===== src/rtl/decoder_arb_pkg.sv =====
// Shared types and helpers for the round-robin decoder arbiter.
package decoder_arb_pkg;
  localparam int N_REQ = 8;
  localparam int IDX_W = 3;

  typedef enum logic [1:0] {
    IDLE  = 2'd0,
    GRANT = 2'd1,
    GAP   = 2'd2
  } state_e;

  // Requester indices wrap naturally at IDX_W bits.
  function automatic logic [IDX_W-1:0] next_idx(input logic [IDX_W-1:0] p);
    return p + IDX_W'(1);
  endfunction
endpackage


===== src/rtl/rr_pick8.sv =====
// Combinational round-robin pick: first set req bit at or after ptr+1, mod 8.
// Rotate so the search starts at bit 0, priority-encode, then add the rotation back.
module rr_pick8
  import decoder_arb_pkg::*;
(
  input  logic [N_REQ-1:0] req,
  input  logic [IDX_W-1:0] ptr,
  output logic             any,
  output logic [IDX_W-1:0] winner
);
  logic [IDX_W-1:0]   start;
  logic [2*N_REQ-1:0] dbl;
  logic [N_REQ-1:0]   rot;
  logic [IDX_W-1:0]   off;

  always_comb begin
    start = next_idx(ptr);
    dbl   = {req, req} >> start;
    rot   = dbl[N_REQ-1:0];
    off   = '0;
    for (int i = N_REQ - 1; i >= 0; i--) begin
      if (rot[i]) off = IDX_W'(i);
    end
    winner = start + off;
    any    = |req;
  end
endmodule


===== src/rtl/decoder_rr_arbiter.sv =====
// Round-robin owner of the 3-to-8 decoder inputs {A,B,C,E}; grant 1 cycle after a request is seen in IDLE.
// Grants are bounded by MAX_HOLD when others wait, with a GAP_CYCLES E-low gap between grants.
module decoder_rr_arbiter
  import decoder_arb_pkg::*;
#(
  parameter int MAX_HOLD   = 16,
  parameter int GAP_CYCLES = 1
) (
  input  logic             clk,
  input  logic             rst_n,
  input  logic             en,
  input  logic [N_REQ-1:0] req,
  output logic             A,
  output logic             B,
  output logic             C,
  output logic             E,
  output logic [IDX_W-1:0] gnt_idx,
  output logic             timeout
);
  localparam logic [7:0] HOLD_LAST = 8'(MAX_HOLD - 1);
  localparam logic [3:0] GAP_LAST  = 4'(GAP_CYCLES - 1);

  state_e           state_q, state_d;
  logic [IDX_W-1:0] ptr_q, ptr_d;
  logic [IDX_W-1:0] gnt_idx_q, gnt_idx_d;
  logic [7:0]       hold_cnt_q, hold_cnt_d;
  logic [3:0]       gap_cnt_q, gap_cnt_d;
  logic             e_q, e_d;
  logic             timeout_q, timeout_d;

  logic             any;
  logic [IDX_W-1:0] winner;
  logic             others;

  rr_pick8 u_pick (
    .req    (req),
    .ptr    (ptr_q),
    .any    (any),
    .winner (winner)
  );

  assign others = |(req & ~(N_REQ'(1) << gnt_idx_q));

  always_comb begin
    state_d    = state_q;
    ptr_d      = ptr_q;
    gnt_idx_d  = gnt_idx_q;
    hold_cnt_d = hold_cnt_q;
    gap_cnt_d  = gap_cnt_q;
    e_d        = e_q;
    timeout_d  = 1'b0;
    unique case (state_q)
      IDLE: begin
        hold_cnt_d = '0;
        gap_cnt_d  = '0;
        if (en && any) begin
          state_d   = GRANT;
          gnt_idx_d = winner;
          ptr_d     = winner;
          e_d       = 1'b1;
        end
      end
      GRANT: begin
        hold_cnt_d = hold_cnt_q + 8'd1;
        // A release on the expiry cycle wins over the timeout.
        if (!en) begin
          state_d    = IDLE;
          e_d        = 1'b0;
          hold_cnt_d = '0;
        end else if (!req[gnt_idx_q]) begin
          state_d    = GAP;
          e_d        = 1'b0;
          hold_cnt_d = '0;
          gap_cnt_d  = '0;
        end else if (hold_cnt_q == HOLD_LAST) begin
          hold_cnt_d = '0;
          if (others) begin
            state_d   = GAP;
            e_d       = 1'b0;
            gap_cnt_d = '0;
            timeout_d = 1'b1;
          end
        end
      end
      GAP: begin
        if (!en || gap_cnt_q == GAP_LAST) begin
          state_d   = IDLE;
          gap_cnt_d = '0;
        end else begin
          gap_cnt_d = gap_cnt_q + 4'd1;
        end
      end
      default: begin
        state_d = IDLE;
        e_d     = 1'b0;
      end
    endcase
  end

  always_ff @(posedge clk or negedge rst_n) begin
    if (!rst_n) begin
      state_q    <= IDLE;
      ptr_q      <= '1;
      gnt_idx_q  <= '0;
      hold_cnt_q <= '0;
      gap_cnt_q  <= '0;
      e_q        <= 1'b0;
      timeout_q  <= 1'b0;
    end else begin
      state_q    <= state_d;
      ptr_q      <= ptr_d;
      gnt_idx_q  <= gnt_idx_d;
      hold_cnt_q <= hold_cnt_d;
      gap_cnt_q  <= gap_cnt_d;
      e_q        <= e_d;
      timeout_q  <= timeout_d;
    end
  end

  assign E       = e_q;
  assign A       = gnt_idx_q[2];
  assign B       = gnt_idx_q[1];
  assign C       = gnt_idx_q[0];
  assign gnt_idx = gnt_idx_q;
  assign timeout = timeout_q;
endmodule


===== config.mk =====
export PLATFORM = sky130hd
export DESIGN_NAME = decoder_rr_arbiter
export DESIGN_NICKNAME = d
export VERILOG_FILES = /design/src/rtl/decoder_arb_pkg.sv /design/src/rtl/rr_pick8.sv /design/src/rtl/decoder_rr_arbiter.sv
export SDC_FILE = /design/constraint.sdc
export NUM_CORES = 1
export LEC_CHECK = 0
export CAP_MARGIN = 20
export CELL_PAD_IN_SITES_DETAIL_PLACEMENT = 1
export CELL_PAD_IN_SITES_GLOBAL_PLACEMENT = 2
export CORE_AREA = 2 2 73 75
export DETAILED_ROUTE_END_ITERATION = 10
export DIE_AREA = 0 0 75 77
export MAX_ROUTING_LAYER = met4
export PLACE_DENSITY_LB_ADDON = 0.2
export SLEW_MARGIN = 25
export SYNTH_ARGS = -nofsm -noshare
export SYNTH_HDL_FRONTEND = slang
export SYNTH_SLANG_ARGS = --single-unit

===== constraint.sdc =====
create_clock -name clk -period 6.7 [get_ports clk]
set_clock_uncertainty 0.15 [all_clocks]
set_input_delay 1.34 -clock clk [delete_from_list [all_inputs] [get_ports clk]]
set_output_delay 1.34 -clock clk [all_outputs]
set_load 0.03 [all_outputs]

== After elaboration in Yosys (flattened, before gate mapping) ==
Index checks and enable logic that the tools add are counted.
Storage, ports and cells
  flip-flop bits (word level): 22
  input bits: 11
  word-level logic and storage cells: 78
Operators by class
  $add $sub $neg: 4
  multiplexer cells: 38
  order comparisons: 1
  bitwise gates (word level): 3
  shift operators: 2
  reductions and logical operators: 13
  eq/ne operators: 10
Operator list (number)
  3-bit 2-to-1 mux: 8
  8-bit 2-to-1 mux: 3
  4-bit 2-to-1 mux: 5
  8-bit case mux with 2 select lines: 1
  8-bit OR reduction: 2
  16-bit by 3-bit right shift with 8-bit output: 1
  2-bit 2-to-1 mux: 6
  4-bit case mux with 3 select lines: 1
  4-bit AND reduction: 3
  1-bit 2-to-1 mux: 11
  8-bit by 1-bit adder with 8-bit output, second input constant: 1
  8-bit AND: 1
  8-bit by 4-bit equality test with 1-bit output, second input constant: 1
  4-bit != test, second input constant: 2
  8-bit NOT: 1
  1-bit by 3-bit left shift with 8-bit output, first input constant: 1
  2-bit != test, second input constant: 3
  3-bit != test, second input constant: 2
  2-bit case mux with 3 select lines: 1
  4-bit by 1-bit adder with 4-bit output, second input constant: 1
  4-bit zero test: 1
  3-bit by 4-bit < comparator with 1-bit output, second input constant: 1
  3-bit by 1-bit adder with 3-bit output, second input constant: 1
  3-bit adder: 1
  12 further kinds: 12

== Logic depth before layout (Yosys ltp) ==
Gate-level depths: netlist (run 1).
  word-level depth: 11
  mapped depth: 15
  mapped depth without buffers: 13

== Cells and area by module ==
From an unflattened synthesis (run 1), not the netlist that was laid out.
Second synthesis, totals
  cells, all modules: 179
  area total of the unflattened synthesis: 1722.9 um^2
Modules (own cells, without submodules)
  decoder_rr_arbiter: times used 1, area an instance 1262.5 um^2, seq. area each 554.3 um^2, cells each 134
  rr_pick8: times used 1, area an instance 460.4 um^2, seq. area each 0.0 um^2, cells each 45

== Least setup slack after synthesis (run 1) ==
No wires, ideal clock.
  path type: register -> register
  start point: reg ptr_q[0]
  end point: reg ptr_q[2]
  path slack: 3.070 ns
  cell stages (with the launch flop): 16
  clock period less this slack: 3.630 ns
  library setup time: 0.075 ns
  arrival time: 3.405 ns
  buffers on the path: 2
  path through: dfstp_2 ha_1 buf_6 clkbuf_1 mux2_2 nor2_1 o21ai_0 a31oi_1 nor3_1 a21oi_1 o32ai_1 ha_1 fa_1 xnor3_1 nor2_1 xor2_1
On the way
  word-level cells in the longest chain between the ends: 11
RTL lines
  from (decl): line decoder_rr_arbiter.sv:24  | logic [IDX_W-1:0] ptr_q, ptr_d;
  from (signal assigned): line decoder_rr_arbiter.sv:111  | ptr_q <= ptr_d;
  3-bit by 1-bit adder with 3-bit output *: line decoder_arb_pkg.sv:14  | return p + IDX_W'(1);
  16-bit by 3-bit right shift with 8-bit output: line rr_pick8.sv:18  | dbl = {req, req} >> start;
  3-bit 2-to-1 mux (8 in a row): line rr_pick8.sv:22  | if (rot[i]) off = IDX_W'(i);
  3-bit adder *: line rr_pick8.sv:24  | winner = start + off;
Every way passes the cells marked *; elsewhere a longest branch is shown, timed or not.
A chain may end at the register's enable or synchronous reset.

== Final worst setup path (run 1) ==
  start point: in req[2]
  end point: reg ptr_q[2]
On the way
  word-level cells in the longest chain between the ends: 10
  elaborated cells between the ends (all ways): 13
  those cells by class: add/sub (1); shift (1); mux (8); reduce/logical (3)
RTL lines
  from (decl): line decoder_rr_arbiter.sv:12  | input logic [N_REQ-1:0] req,
  16-bit by 3-bit right shift with 8-bit output: line rr_pick8.sv:18
  3-bit 2-to-1 mux (8 in a row): line rr_pick8.sv:22
  3-bit adder: line rr_pick8.sv:24
Parallel ways exist; a longest one is shown, timed or not.

==> results.ini, run 1 <==
[logic_synthesis]
synth_edf_count = 0
yosys-top-cells-area = dfrtp_1 (27%), mux2i_1 (6.2%), mux4_2 (5.1%), nand2_1 (5.1%), dfstp_2 (4.5%)
seq_area_frac_synth_pct = 31.3
synth_top_area_share_pct = 26.9
synth_flop_cell = dfrtp_1
synth_fp_nets = 217
synth-async-reset-ratio_pct = 100
ys_types = 51
synthCells = 200
netlist_area_mm2 = 0.00177
synth_seq_cells = 22
synth_largest_area_cell = dfrtp_1
synth.avg_cell_area_um2 = 8.85
yosysWarningCount = 0

[clock_network]
post_cts_buffers = 0
clock_latency_ns = 0.27
cts_max_level = 1
clkTransAtPathRegs_ns = 0.08
postCtsHoldBufs = 0
cts-resized-gates = 0
cts_tree = built
cts_root_buf = clkbuf_8
cts_max_path_buffers = 2
clock_sinks = 22
numCtsBuffers = 3

[critical_path]
critPathMaxFanout = 8
r2r-start = ptr_q[0]
critical_path_required_ns = 6.75
crit_type = in2reg
reg2reg_to = ptr_q[2]
rrSetupSlack_ns = 2.65
ff2ff_path_depth = 13
worstPathArrival_ns = 4.17
critPathLaunchType = input pin
cp-end-kind = flop

[worst_hold_path]
hold_class = reg2reg
holdPathStages = 2
whs_endpoint = ptr_q[1]
min_from = ptr_q[1]

[cells_and_area]
drive_above_1_share_pct = 10.5
utilization_pct = 40.9
final_nets = 228
fillers = 592
insertedDiodeCount = 0
area_growth_pct = 15.1

[pwr]
leakage_nw = 0.903
power_density_mw_per_mm2 = 455
peakVddDrop_v = 0.000139
finalPower_uw = 927

[global_route]
grt_max_degree = 23
track_usage_pct = 17.5
grt_overflow = 0
first_global_vias = 1640
grt_first_pass_wirelength_mm = 7.69
antenna_found_initial = 0

[place]
pre_cts_ws_ns = 2.26
gp_congestion = 0.870
dp_hpwl_mm = 3.64
io_buffers = 18

[routing]
via_per_inst = 5.54
drc = 0
drt_wl_total_mm = 4.59
wl_per_cell_um = 16.4
dr_total_vias = 1551
antenna_left = 0
drt-pass1-iter-count = 3
drtIter0Drc = 76

[sta]
relSlewSlack_pct = 46.4
final.setup.tns_ns = 0
hold_violations = 0
rsz0062_at_grt = no
fmax_mhz = 243
worst_hold_slack_ns = 0.317
drv_slew = 0
worst_pin_slew_ns = 0.805
post-route-min-period_ns = 4.12
finalSetupViolCount = 0
setup_ws_ns = 2.58
finalCritPeriodShare_pct = 61.5

[die]
die_x_um = 75
boundaryPins = 19
start_util_pct = 35.5
dieArea_mm2 = 0.00578
die_h_um = 77
core_area_mm2 = 0.00498
rows = 26

[run]
cap_viol_max_count = 0

[status]
status = finished, final reports clean

## worst max path at each step
stage	cells past startpoint	to	slack, ns	start
5_1_grt	12	ptr_q[2]	2.40	req[0]
2_1_floorplan	15	ptr_q[2]	3.07	ptr_q[0]
3_3_place_gp	11	ptr_q[2]	2.36	req[6]
6_report	13	ptr_q[2]	2.58	req[2]
4_1_cts	13	ptr_q[2]	2.55	req[2]
3_5_place_dp	13	ptr_q[2]	2.26	req[2]
## synthesized netlist by cell type (2+ instances only)
library cell and n:
buf_2 3, nor2b_1 4, nor2_1 17, a21o_1 3, buf_4 3, ha_1 5
mux4_2 4, inv_1 10, nand2b_1 2, and3_1 3, a21oi_1 8, xor2_1 3
nor3_1 4, o21ai_0 13, dfrtp_1 19, clkbuf_1 5, mux2_2 6, mux2i_1 11
a211oi_1 2, xnor2_1 3, o31ai_1 4, a31oi_1 7, nand3_1 4, dfstp_2 3
nand2_1 24, nor4_1 2, a22o_1 3, or2_2 2
## flip-flops by register name, indices dropped and copies added, names as in the netlist
signal	cells
E	1
gap_cnt_q	4
gnt_idx	3
hold_cnt_q	8
ptr_q	3
state_q	2
timeout	1
## placed cells by master (no fill, tap or decap), drive strengths merged, types with 2 or more instances in the layout
| master | instances |
|---|---|
| dfstp | 3 |
| o31ai | 4 |
| a211oi | 2 |
| mux4 | 4 |
| or2 | 2 |
| xor2 | 3 |
| clkdlybuf4s50 | 17 |
| o21ai | 14 |
| mux2 | 6 |
| xnor2 | 3 |
| clkbuf | 3 |
| a21oi | 8 |
| a21o | 3 |
| nand2b | 2 |
| a31oi | 7 |
| inv | 10 |
| mux2i | 11 |
| nor2 | 17 |
| dfrtp | 19 |
| a22o | 3 |
| nor3 | 4 |
| nand3 | 4 |
| nor2b | 4 |
| ha | 5 |
| and3 | 3 |
| nor4 | 2 |
| nand2 | 24 |
## layer usage
| metal | up-vias | track usage (%) | routed length (µm) | share of wire [%] |
|---|---|---|---|---|
| met4 | 0 | 5.00 | 40 | 0.87 |
| met5 | - | - | 0 | 0 |
| met2 | 10 | 31.4 | 2560 | 56 |
| li1 | 753 | - | - | - |
| met3 | 4 | 1.58 | 61 | 1.3 |
| met1 | 784 | 20.1 | 1930 | 42 |
## critical path, stage by stage
cell and delay, ns:
clkdlybuf4s50_1 0.53, mux2_2 0.36, nor2_1 0.13, o21ai_0 0.10, a31oi_1 0.16, nor3_1 0.08, a21oi_1 0.15, o32ai_1 0.09
ha_1 0.19, fa_1 0.42, xnor3_1 0.34, nor2_1 0.11, xor2_1 0.16
## per-stage QoR
stage / instance area, µm² / std cells
final: 2040 / 280
after global routing: 2040 / 280
after floorplan: 1770 / 200
after global placement: 1970 / 276
after CTS: 2040 / 280
after detailed placement: 1970 / 276
## area by class of cell
type | instances | area (µm²) | share of cell area [%]
Inverter | 10 | 37.5 | 1.84
Clock inverter | 1 | 30.0 | 1.48
Tap cell | 70 | 87.6 | 4.30
Sequential cell | 22 | 554 | 27.2
Clock buffer | 3 | 41.3 | 2.03
Multi-Input combinational cell | 156 | 1110 | 54.5
Timing Repair Buffer | 18 | 175 | 8.60
## logic make-up (layout without fill, tap and decap cells)
group / after synthesis / count (layout) / share of synthesized area (%)
AO/OA/AOI/OAI: 54 / 54 / 20.7
XOR/XNOR: 7 / 7 / 4.24
adder cells (fa/ha/maj): 6 / 6 / 4.67
buffers and inverters: 22 / 32 / 5.94
flip-flops: 22 / 22 / 31.3
multiplexers: 21 / 21 / 15.1
AND/OR/NAND/NOR: 68 / 68 / 18.0
## where the power goes
group	leakage (nW)	switching, mW	internal [mW]
registers	0.288	0.0576	0.170
clock network	0.0357	0.0440	0.0798
logic	0.580	0.316	0.260
total	0.903	0.417	0.510
Power figures use the tool's default switching activity.
==> run 2: changes to the inputs <==
- CORE_AREA: 2 2 73 75 -> 2 2 79 81
- DIE_AREA: 0 0 75 77 -> 0 0 81 83
- clock period: 6.7 -> 3.7 ns (I/O delays scaled with it)
==> results.ini, run 2 (synthesis results as in run 1) <==
[sta]
worst_hold_slack_ns = 0.289  ; -0.0283 ns
relSlewSlack_pct = 53.2  ; +6.8 points
finalSetupViolCount = 0  ; unchanged
post-route-min-period_ns = 3.46
hold_violations = 0  ; unchanged
rsz0062_at_grt = no
finalCritPeriodShare_pct = 93.6
drv_slew = 0  ; unchanged
fmax_mhz = 289
worst_pin_slew_ns = 0.698  ; -0.107 ns

[routing]
wl_per_cell_um = 15.8  ; -3.5%
antenna_left = 0  ; unchanged
drtIter0Drc = 56  ; -26%
drc = 0  ; unchanged
drt-pass1-iter-count = 4  ; +1
dr_total_vias = 1592  ; +2.6%
top_layer = met4
via_per_inst = 5.34  ; -3.6%
met1_length_mm = 2.18  ; +13%
met3_length_um = 94  ; +54%
drt_wl_total_mm = 4.71  ; +2.7%
met2WireLength_mm = 2.39  ; -6.7%

[clock_network]
clkTransAtPathRegs_ns = 0.08  ; about the same
clock_sinks = 22  ; unchanged
numCtsBuffers = 3  ; unchanged
post_cts_buffers = 0  ; unchanged
cts_root_buf = clkbuf_8
clock_latency_ns = 0.27  ; about the same
cts_tree = built
cts_max_level = 1  ; unchanged
cts_max_path_buffers = 2  ; unchanged
postCtsHoldBufs = 0  ; unchanged

[cells_and_area]
layout_common_cells = nand2_1 (24), dfrtp_1 (19), clkdlybuf4s50_1 (17), nor2_1 (16)
fillers = 701  ; +18%
insertedDiodeCount = 0  ; unchanged
top_regs = hold_cnt_q x8, gap_cnt_q x4
instances_no_fill = 298  ; +6.4%
final_nets = 241  ; +5.7%
regMostFlops = hold_cnt_q
drive_above_1_share_pct = 16.6  ; +6.1 points
largest_register_ffs = 8  ; unchanged
final_common_cell = nand2_1
area_growth_pct = 20.4

[place]
placed_cells = 294  ; +6.5%
io_buffers = 18  ; unchanged
gp_congestion = 0.801  ; -7.9%
dp_hpwl_mm = 3.75  ; +3.1%

[die]
dieArea_mm2 = 0.00672  ; +16%
rows = 28  ; +7.7%
die_h_um = 83  ; +7.8%
start_util_pct = 30.4  ; -5.1 points
boundaryPins = 19  ; unchanged
core_area_mm2 = 0.00582  ; +17%
die_x_um = 81  ; +8.0%

[worst_hold_path]
hold_class = in2async

[critical_path]
critPathLaunchType = input pin
path_cells = clkdlybuf4s50_1 > mux2_2 > nor2_2 > o21ai_0 > a31oi_1 > nor3_1 > a21oi_1 > o32ai_1 > ha_1 > fa_1 > xnor3_1 > nor2_1 > xor2_1
crit_path_max_incr_delay_ns = 0.45  ; -0.08 ns
crit_buf_inv = 1  ; unchanged
crit_type = in2reg
crit_family = adder cells
worstPathArrival_ns = 3.50  ; -0.67 ns
critical_path_required_ns = 3.74  ; -3.01 ns
cp-end-kind = flop
critPathMaxFanout = 3  ; -5
crit_slowest_cell = clkdlybuf4s50_1

[pwr]
internal_power_uw = 929  ; +82%
power_density_mw_per_mm2 = 800  ; +76%
seqPwrFrac_pct = 22.8  ; -1.7 points
peakVddDrop_v = 0.000254  ; +83%
clkPwrFrac_pct = 10.3  ; -3.1 points
p_comb_share_pct = 66.9  ; +4.8 points
leakage_nw = 0.958  ; +6.1%
power.share.switching_pct = 45.4  ; +0.45 points
p_switching_uw = 774  ; +86%

[global_route]
track_usage_pct = 15.2  ; -2.2 points
antenna_found_initial = 0  ; unchanged
grt_first_pass_wirelength_mm = 8.02  ; +4.2%
grt_overflow = 0  ; unchanged
grt_max_degree = 23  ; unchanged
first_global_vias = 1674  ; +2.1%

[status]
status = finished, final reports clean

[run]
cap_viol_max_count = 0  ; unchanged

## run 2: changes by cell type in the layout (fill, tap and decap cells not counted)
cell,before,now
buf_4,0,13
bufinv_16,1,0
nor2_2,0,1
o311ai_1,0,1
o311ai_0,1,0
mux2i_2,0,1
clkbuf_8,3,4
nor2_1,17,16
mux2i_1,11,10
## run 2: worst reg2reg max path, cell delays in order, from the launching register on
cell	delay, ns
dfstp_2	0.54
ha_1	0.24
mux2_2	0.39
nor2_2	0.12
o21ai_0	0.10
a31oi_1	0.22
nor3_1	0.08
a21oi_1	0.14
o32ai_1	0.09
ha_1	0.19
fa_1	0.42
xnor3_1	0.35
nor2_1	0.12
xor2_1	0.17
## run 2: cell type report
cell class / count / area [µm²] / share of cell area [%]
well taps: 75 / 93.8 / 4.41
clock buffers: 4 / 55.1 / 2.59
repair buffers: 31 / 273 / 12.8
flip-flops and latches: 22 / 554 / 26.0
inverters: 10 / 37.5 / 1.76
multi-input cells: 156 / 1120 / 52.4
## run 2: metrics by stage
step	utilization (%)	total power [mW]	instance area (µm²)	worst slack [ns]	setup TNS (ns)
floorplan	-	1.21	1770	0.0701	0
global placement	35.6	1.50	2070	-0.00658	-0.00658
detailed placement	35.6	1.53	2070	-0.119	-0.124
CTS	36.6	1.71	2130	0.157	0
global route	36.6	1.85	2130	0.00475	0
finish	36.6	1.70	2130	0.237	0
## run 2: repair_timing
action,CTS,global route
endpoints found under the setup margin,0,1
hold endpoints to repair,0,0
gates resized for setup,0,3
## run 2: path summary, 6_finish.rpt
path | from | endpoint | slack, ns | cells past startpoint
worst min-delay path | rst_n | hold_cnt_q[6] | 0.29 | 1
min in group clk | ptr_q[1] | ptr_q[1] | 0.32 | 2
worst min register to register | ptr_q[1] | ptr_q[1] | 0.32 | 2
worst max-delay path | req[2] | ptr_q[2] | 0.24 | 13
worst max register to register | ptr_q[0] | ptr_q[2] | 0.31 | 13
max in group asynchronous | rst_n | ptr_q[0] | 2.75 | 1
## run 2: power groups by stage
| stage | registers [mW] | logic (mW) | clock network, mW |
|---|---|---|---|
| final | 0.388 | 1.14 | 0.175 |
| after global routing | 0.401 | 1.26 | 0.194 |
| after CTS | 0.391 | 1.14 | 0.181 |
| after detailed placement | 0.396 | 1.13 | 0 |
| after global placement | 0.390 | 1.11 | 0 |
| after floorplan | 0.404 | 0.810 | 0 |
## run 2: per-layer routing
metal,vias to the layer above,GRT usage (%)
met3,5,1.30
met1,792,19.8
met2,20,25.4
met4,0,3.70
li1,775,-
met5,-,-
==> run 3: changes to the inputs <==
- CTS_CLUSTER_SIZE: not set -> 30
- HOLD_SLACK_MARGIN: not set -> 0.06
==> results of run 3 <==
Final layout, timing and power as in run 2 (identical DEF).
